<file path="config.mk">
export PLATFORM = sky130hd
export DESIGN_NAME = fetch
export DESIGN_NICKNAME = d
export VERILOG_FILES = /design/src/rtl/fetch.sv
export SDC_FILE = /design/constraint.sdc
export NUM_CORES = 1
export LEC_CHECK = 0
export CAP_MARGIN = 20
export CORE_MARGIN = 2
export CORE_UTILIZATION = 49
export CTS_BUF_LIST = sky130_fd_sc_hd__clkbuf_4
export DETAILED_ROUTE_END_ITERATION = 16
export PLACE_DENSITY = 0.75
export RECOVER_POWER = 50
export SKIP_CTS_REPAIR_TIMING = 1
export SYNTH_ARGS = -nofsm -noshare
export SYNTH_HDL_FRONTEND = slang
export SYNTH_SLANG_ARGS = --single-unit
export TNS_END_PERCENT = 5
</file>
<file path="constraint.sdc">
create_clock -name clk -period 9.7 [get_ports clk]
set_input_delay 0.97 -clock clk [delete_from_list [all_inputs] [get_ports clk]]
set_output_delay 0.97 -clock clk [all_outputs]
set_load 0.005 [all_outputs]
</file>
<file path="src/rtl/fetch.sv">
// Instruction fetch front end: issues word-aligned requests under a credit limit,
// matches in-order responses against an epoch-tagged queue and buffers them for decode.
module fetch #(
  parameter logic [31:0] RESET_PC = 32'h0000_0000,
  parameter int unsigned DEPTH    = 2
) (
  input  logic        clk,
  input  logic        rst_n,
  output logic        imem_req_valid,
  input  logic        imem_req_ready,
  output logic [31:0] imem_req_addr,
  input  logic        imem_rsp_valid,
  input  logic [31:0] imem_rsp_data,
  input  logic        redirect_valid,
  input  logic [31:0] redirect_addr,
  input  logic        stall,
  output logic [31:0] instr_out,
  output logic [31:0] instr_addr_out,
  output logic        instr_valid
);

  localparam int unsigned PW      = (DEPTH > 1) ? $clog2(DEPTH) : 1;
  localparam int unsigned CW      = $clog2(DEPTH + 1);
  localparam logic [CW:0] DEPTH_C = (CW+1)'(DEPTH);
  localparam logic [31:0] NOP     = 32'h0000_0013;

  logic [31:0]   pc_q, pc_d;
  logic          epoch_q, epoch_d;
  logic [CW-1:0] out_cnt_q, out_cnt_d;

  logic [31:0]   tag_addr_q [DEPTH];
  logic          tag_ep_q   [DEPTH];
  logic [PW-1:0] tag_rd_q, tag_rd_d, tag_wr_q, tag_wr_d;

  logic [31:0]   buf_addr_q  [DEPTH];
  logic [31:0]   buf_instr_q [DEPTH];
  logic [PW-1:0] buf_rd_q, buf_rd_d, buf_wr_q, buf_wr_d;
  logic [CW-1:0] buf_cnt_q, buf_cnt_d;

  logic [CW:0]   credits_used;
  logic          req_fire, rsp_take, rsp_keep, buf_pop;
  logic          unused_redir_lsb;

  function automatic logic [PW-1:0] ptr_inc(input logic [PW-1:0] p);
    return (p == PW'(DEPTH - 1)) ? '0 : p + 1'b1;
  endfunction

  assign unused_redir_lsb = ^redirect_addr[1:0];

  // Credits cover both in-flight requests and buffered instructions, so the
  // buffer always has room for every response that can come back.
  assign credits_used   = {1'b0, out_cnt_q} + {1'b0, buf_cnt_q};
  assign imem_req_valid = !rst_n && !redirect_valid && (credits_used < DEPTH_C);
  assign imem_req_addr  = pc_q;
  assign req_fire       = imem_req_valid && imem_req_ready;
  assign rsp_take       = !rst_n && imem_rsp_valid && (out_cnt_q != '0);
  assign rsp_keep       = rsp_take && (tag_ep_q[tag_rd_q] == epoch_q) && !redirect_valid;

  assign instr_valid    = !rst_n && (buf_cnt_q != '0);
  assign instr_out      = instr_valid ? buf_instr_q[buf_rd_q] : NOP;
  assign instr_addr_out = instr_valid ? buf_addr_q[buf_rd_q]  : '0;
  assign buf_pop        = instr_valid && !stall;

  always_comb begin
    pc_d      = pc_q;
    epoch_d   = epoch_q;
    out_cnt_d = out_cnt_q;
    tag_rd_d  = tag_rd_q;
    tag_wr_d  = tag_wr_q;
    buf_rd_d  = buf_rd_q;
    buf_wr_d  = buf_wr_q;
    buf_cnt_d = buf_cnt_q;

    if (req_fire) begin
      pc_d     = pc_q + 32'd4;
      tag_wr_d = ptr_inc(tag_wr_q);
    end
    if (rsp_take) tag_rd_d = ptr_inc(tag_rd_q);
    case ({req_fire, rsp_take})
      2'b10:   out_cnt_d = out_cnt_q + 1'b1;
      2'b01:   out_cnt_d = out_cnt_q - 1'b1;
      default: out_cnt_d = out_cnt_q;
    endcase

    // Redirect keeps the tag queue intact; only the epoch flip marks old responses stale.
    if (redirect_valid) begin
      pc_d      = {redirect_addr[31:2], 2'b00};
      epoch_d   = !epoch_q;
      buf_rd_d  = '0;
      buf_wr_d  = '0;
      buf_cnt_d = '0;
    end else begin
      if (rsp_keep) buf_wr_d = ptr_inc(buf_wr_q);
      if (buf_pop)  buf_rd_d = ptr_inc(buf_rd_q);
      case ({rsp_keep, buf_pop})
        2'b10:   buf_cnt_d = buf_cnt_q + 1'b1;
        2'b01:   buf_cnt_d = buf_cnt_q - 1'b1;
        default: buf_cnt_d = buf_cnt_q;
      endcase
    end
  end

  always_ff @(posedge clk) begin
    if (rst_n) begin
      pc_q      <= RESET_PC;
      epoch_q   <= 1'b0;
      out_cnt_q <= '0;
      tag_rd_q  <= '0;
      tag_wr_q  <= '0;
      buf_rd_q  <= '0;
      buf_wr_q  <= '0;
      buf_cnt_q <= '0;
    end else begin
      pc_q      <= pc_d;
      epoch_q   <= epoch_d;
      out_cnt_q <= out_cnt_d;
      tag_rd_q  <= tag_rd_d;
      tag_wr_q  <= tag_wr_d;
      buf_rd_q  <= buf_rd_d;
      buf_wr_q  <= buf_wr_d;
      buf_cnt_q <= buf_cnt_d;
    end
  end

  always_ff @(posedge clk) begin
    if (req_fire) begin
      tag_addr_q[tag_wr_q] <= pc_q;
      tag_ep_q[tag_wr_q]   <= epoch_q;
    end
    if (rsp_keep) begin
      buf_addr_q[buf_wr_q]  <= tag_addr_q[tag_rd_q];
      buf_instr_q[buf_wr_q] <= imem_rsp_data;
    end
  end

endmodule

</file>
==> metrics.txt <==
Synth Instances 659; ys async rst share 0; Top delay family on crit path buffers and inverters; final core occ 0.633; Die Wd 142 um; Detailed Route WL between 15,000 and 20,000 um; Sw Ratio 0.218; share of the synthesized area in the top cell type 0.601; Req. time, crit path ~8.7 ns; CTS root buffer clkbuf_4; area of the core 18,600 um2; Final ANT Viol Nets 0; H-tree Lvls 2; max incr delay on CP roughly 0.53 ns; PwrDens 164 nW/um2; number of diodes 0; Fmax approximately 230 MHz; Iter 0 DRT Violations 420; CP Class input pin to primary output; Worst Hold Class register to register; global-route wire length before repair between 30,000 and 40,000 um; DRC Markers 0; initial antenna violation count 0; Max Slew Vio Count 64; Final setup viols 0; largest family of logic cells by synthesized area simple AND/OR/NAND/NOR gates; nets 927; XOR/XNOR Fraction of Synth Area 0.0170; critical path capture point type primary output; top post-synthesis cells by area edfxtp_1, dfxtp_1, mux2i_1; maximum VDD drop 88.7 uV; Crit. path cell count 7; cell area after synthesis 9290 um2; CTS clock-pin slew for the worst setup and hold paths 0.06 ns; Critical Path AT about 3.4 ns; area leader, netlist edfxtp_1; endpoints failing hold 0; skew final 0.0421 ns; CP max stage cell buf_4; Synth Area in Simple Gates 0.113; reg2reg start buf_cnt_q[0]; share of cells above drive strength 1 0.120; Cell Int Power 0.00151 W; clock share of power 0.376; CTS sink count 227; CTS tree yes; failing checks capacitance limit, slew limit; Worst Setup SP rst_n; Post-synth top cells edfxtp_1, nor2_1, mux2i_1, dfxtp_1, mux2_2; synth unique cells 55; Critical path buffers and inverters 5; path depth of the worst reg2reg path 6; Post-synth EDFFs 186; starting density of the core 0.499; wire per inst 17.5 um; Post-Syn Area per Cell 14.1 um2; count leader, synth edfxtp_1; Top FF cell, synth edfxtp_1; clock tree buffer depth 3; post-synthesis mux area share 0.104; flop and latch count out of synthesis between 200 and 250; DP HPWL around 13,000 um; All-Layer GR Usage 0.201; yosys warns 0; worst r2r dst tag_addr_q[1][16]; crit start category input pin; Leakage Power between 3 and 4 nW; post-place setup slack 5.29 ns; worst path cell trace clkdlybuf4s50_1, buf_4, o21bai_4, buf_4, inv_1, nand2_1, clkdlybuf4s50_1; die area 20,100 um2; Crit Path Max Fanout 60; vias in the first global route 6,209; reg2reg setup slack 5.86 ns; Port Buffers 161; Layout area overhead 27.0%; sequential element share of the synthesized area 0.689; Die Y 142 um; Detailed Routing Iterations Pass 1 5; status finished with violations; Tightest Pin Transition 1.85 ns; period utilization 0.453; Slew HR -0.236; Synth Area in Compound Gates 0.0493; vias per cell 5.50; Setup TNS 0 ns; vias around 6,200; worst skew pair latency 0.64 ns; RSZ-0062 raised after global routing false; Critical Path End instr_out[0]; post-route minimum period approximately 4.4 ns; combinational fraction of design power 0.055; CTS Buf Count between 50 and 60; largest net degree at the start of global routing 63; final worst slack 5.31 ns; maximum capacitance violations 2; Overflow after GRT 0; num ports 168; sw power 0.000422 W; row cnt 50; part of the power in registers 0.569; post-synthesis adder-cell area fraction 0.00619; GP Congestion 0.899
## layout make-up
class | count | area, um2
inverters | 9 | 33.8
flip-flops and latches | 227 | 6410
repair buffers | 170 | 1690
well taps | 234 | 293
multi-input cells | 391 | 2710
clock inverters | 15 | 60.1
fillers | 1453 | 6840
clock buffers | 81 | 608
## layer usage
metal / routed length, um / GRT usage / vias up
met5: 0 / 0 / -
met1: 8320 / 0.267 / 2926
li1: - / - / 2927
met3: 1750 / 0.0472 / 41
met2: 9260 / 0.326 / 306
met4: 433 / 0.0705 / 0
## cell families after synthesis
group           count (synthesis)
simple gates                  208
mux                            93
compound gates                 64
other cells                     1
buf+inv                        44
xor+xnor                       18
flops                         227
fa+ha+maj                       4
## worst min path at each step
stage	startpoint	cells after the start	end
after floorplan	tag_rd_q	2	register
after global placement	buf_rd_q	2	register
after detailed placement	tag_rd_q	2	register
after CTS	tag_rd_q	2	register
after global routing	epoch_q	0	tag_ep_q[1]
final	tag_rd_q	2	register
## through the flow
step | area (um2) | hold WS, ns | instances | power (W)
6_report | 11800 | 0.512 | 1127 | 0.00193
3_5_place_dp | 11100 | 0.499 | 1030 | 0.00124
4_1_cts | 11800 | 0.523 | 1126 | 0.00197
2_1_floorplan | 9310 | 0.481 | 662 | 0.00117
5_1_grt | 11800 | 0.561 | 1127 | 0.00202
3_3_place_gp | 11100 | 0.495 | 1030 | 0.00123
## power groups by stage
stage | Sequential (W) | Clock, W | Combinational, W
floorplan | 0.00111 | 0 | 0.0000534
global placement | 0.00112 | 0 | 0.000111
detailed placement | 0.00112 | 0 | 0.000115
CTS | 0.00110 | 0.000752 | 0.000116
global route | 0.00110 | 0.000800 | 0.000116
finish | 0.00110 | 0.000727 | 0.000106
## cell usage in the layout, fill, tap and decap left out, types with 4 or more instances in the layout
master | synthesis | final
a211oi_1 | 8 | 8
a21oi_1 | 10 | 10
a311oi_1 | 12 | 12
a31oi_1 | 4 | 4
and3_1 | 7 | 7
and4_1 | 4 | 4
buf_4 | 4 | 5
clkbuf_4 | 0 | 81
clkdlybuf4s50_1 | 0 | 99
clkinv_1 | 0 | 12
conb_1 | 1 | 4
dfxtp_1 | 41 | 40
dlygate4sd3_1 | 0 | 62
edfxtp_1 | 186 | 186
inv_1 | 7 | 7
mux2_1 | 0 | 24
mux2_2 | 30 | 6
mux2i_1 | 63 | 63
nand2_1 | 25 | 25
nand3_1 | 17 | 17
nand4_1 | 15 | 15
nor2_1 | 93 | 92
nor3_1 | 7 | 7
nor4_1 | 6 | 6
o21ai_0 | 8 | 8
o311ai_0 | 4 | 4
o31ai_1 | 6 | 6
or3_1 | 5 | 5
or4_1 | 10 | 10
xnor2_1 | 11 | 11
xor2_1 | 7 | 7
## registers in the layout, indices dropped and copies added (netlist names), named ones only
register / count
buf_rd_q: 1
buf_addr_q: 60
buf_instr_q: 64
tag_rd_q: 1
out_cnt_q: 2
tag_ep_q: 2
epoch_q: 1
tag_addr_q: 60
imem_req_addr: 30
buf_cnt_q: 2
buf_wr_q: 1
tag_wr_q: 1
## worst min-delay path, stage by stage, from the launching register on
cell and delay, ns:
dfxtp_1 0.32, xnor2_1 0.08, nor2_1 0.07
Note: power is estimated with default switching activity, not from simulation.
==> RTL edit: new RTL, same flow settings <==
`DEPTH`: 2 -> 4.
--- a/src/rtl/fetch.sv
+++ b/src/rtl/fetch.sv
@@ -2,7 +2,7 @@
 // matches in-order responses against an epoch-tagged queue and buffers them for decode.
 module fetch #(
   parameter logic [31:0] RESET_PC = 32'h0000_0000,
-  parameter int unsigned DEPTH    = 2
+  parameter int unsigned DEPTH    = 4
 ) (
   input  logic        clk,
   input  logic        rst_n,
Function: changed (Yosys sat finds a counterexample within 4 cycles, from zero or initial values and one cycle with rst_n high).
==> RTL edit against the unedited design <==
Setup slack got worse by 1600 ps; wire length increased by 65%; area after synthesis increased by 79%; non-clock buffer count decreased by 3; the flow still finishes with violations (capacitance limit, slew limit); global-route usage decreased by 1.2 points; sequential cell count increased by 194; hold slack got worse by 16 ps; first-iteration DRC count increased by 37%; power increased by 88%; final area increased by 69%; highest routed layer unchanged.
==> RTL edit: results (changes against the unedited design) <==
Clock tree
  • Worst-Skew Late Latency: 760 ps (+120 ps)
  • H-tree depth: 3 (+1)

Global route
  • Initial antenna violation count: 1 (+1)
  • First-pass GRT wire length: 51300 um (+62%)
  • Grt met3 use: 0.0423 (-0.00497)

Outcome
  • Status: complete, but fails checks
  • Failing checks: capacitance limit, slew limit

Placed design
  • Dpl hpwl: 18200 um (+44%)
  • Final GP Congestion: 0.801 (-11%)
  • Dpl ws: 5250 ps (-44.5 ps)

Final layout
  • Comb_multi_in: 425 (+8.7%)
  • Top flop regs: buf_instr_q x128, buf_addr_q x120, tag_addr_q x120
  • Reg area: 12200 um2 (+90%)
  • Non-Clock Buffer Count: 167 (-1.8%)
  • Clock buffer count: 162 (+100%)
  • Nets@finish: 1229 (+33%)
  • Filler cell count: 2497 (+72%)

Power and ir drop
  • Pleak: 6.58 nW (+70%)

Logic synthesis
  • EDFF count, synth: 372 (+100%)

Worst setup path
  • Worst r2r dst: buf_addr_q[3][24]
  • Reg2Reg Setup Slack: 4400 ps (-1460 ps)
  • WP data arrival: 6650 ps (+3230 ps)
  • Cells on worst reg2reg path: 5 (-1)

Timing
  • Max_slew headroom: -0.792 (-0.556)
  • Pins Over Slew Limit: 132 (+110%)

Detailed routing
  • Via count: 9054 (+46%)
  • DRT iter0 DRCs: 577 (+37%)

Run
  • Max-capacitance violation count: 3 (+1)
==> RTL edit: cell count changes in the layout (fill, tap and decap cells not counted), moves of 60 or more <==
cell / delta
edfxtp_1: +186
mux4_2: +93
and2_1: +60
clkbuf_4: +81
mux2i_1: -61
nor2_1: -63
==> RTL edit: worst max path at each step <==
stage | from | endpoint | slack [ps]
after floorplan | rst_n | buf_addr_q[0][10] | 6090
after global placement | redirect_valid | out_cnt_q[2] | 5310
after detailed placement | redirect_valid | out_cnt_q[2] | 5250
after CTS | flip-flop | instr_addr_out[10] | 5060
after global routing | redirect_valid | out_cnt_q[2] | 3310
final | redirect_valid | out_cnt_q[2] | 3710
==> RTL edit: where the power goes <==
part	leakage (nW)	switching [mW]	internal (mW)
sequential	3.78	0.0279	1.99
combinational	1.97	0.0609	0.0660
clock	0.825	0.670	0.808
total	6.58	0.759	2.87
==> RTL edit: kinds of logic after synthesis <==
kind of cell / synth area share
DFF: 0.730
and+or+nand+nor: 0.0722
muxes: 0.128
AOI/OAI and AO/OA: 0.0318
buffers and inverters: 0.0187
adders and majority gates: 0.0137
xor gates and xnor gates: 0.00526
other: 0.000225
==> RTL edit: tightest hold or removal path, stage by stage (launching register included) <==
cell and delay (ps):
dfxtp_1 340, nand2_1 60, a21oi_1 50
==> RTL edit: through the flow <==
step	hold slack (ps)	std cells	total power [mW]	util	instance area, um2
finish	496	1665	3.63	0.598	20000
global route	533	1665	3.78	0.598	20000
CTS	501	1664	3.68	0.599	20000
detailed placement	493	1483	2.19	0.558	18700
global placement	480	1483	2.19	0.558	18700
floorplan	463	914	2.12	-	16600
==> RTL edit: metal layers <==
metal	vias to the layer above	share of wire	wire length [um]
met5	-	0	0
met4	0	0.018	580
met3	49	0.064	2090
met2	331	0.48	15700
met1	4531	0.44	14300
li1	4143	-	-
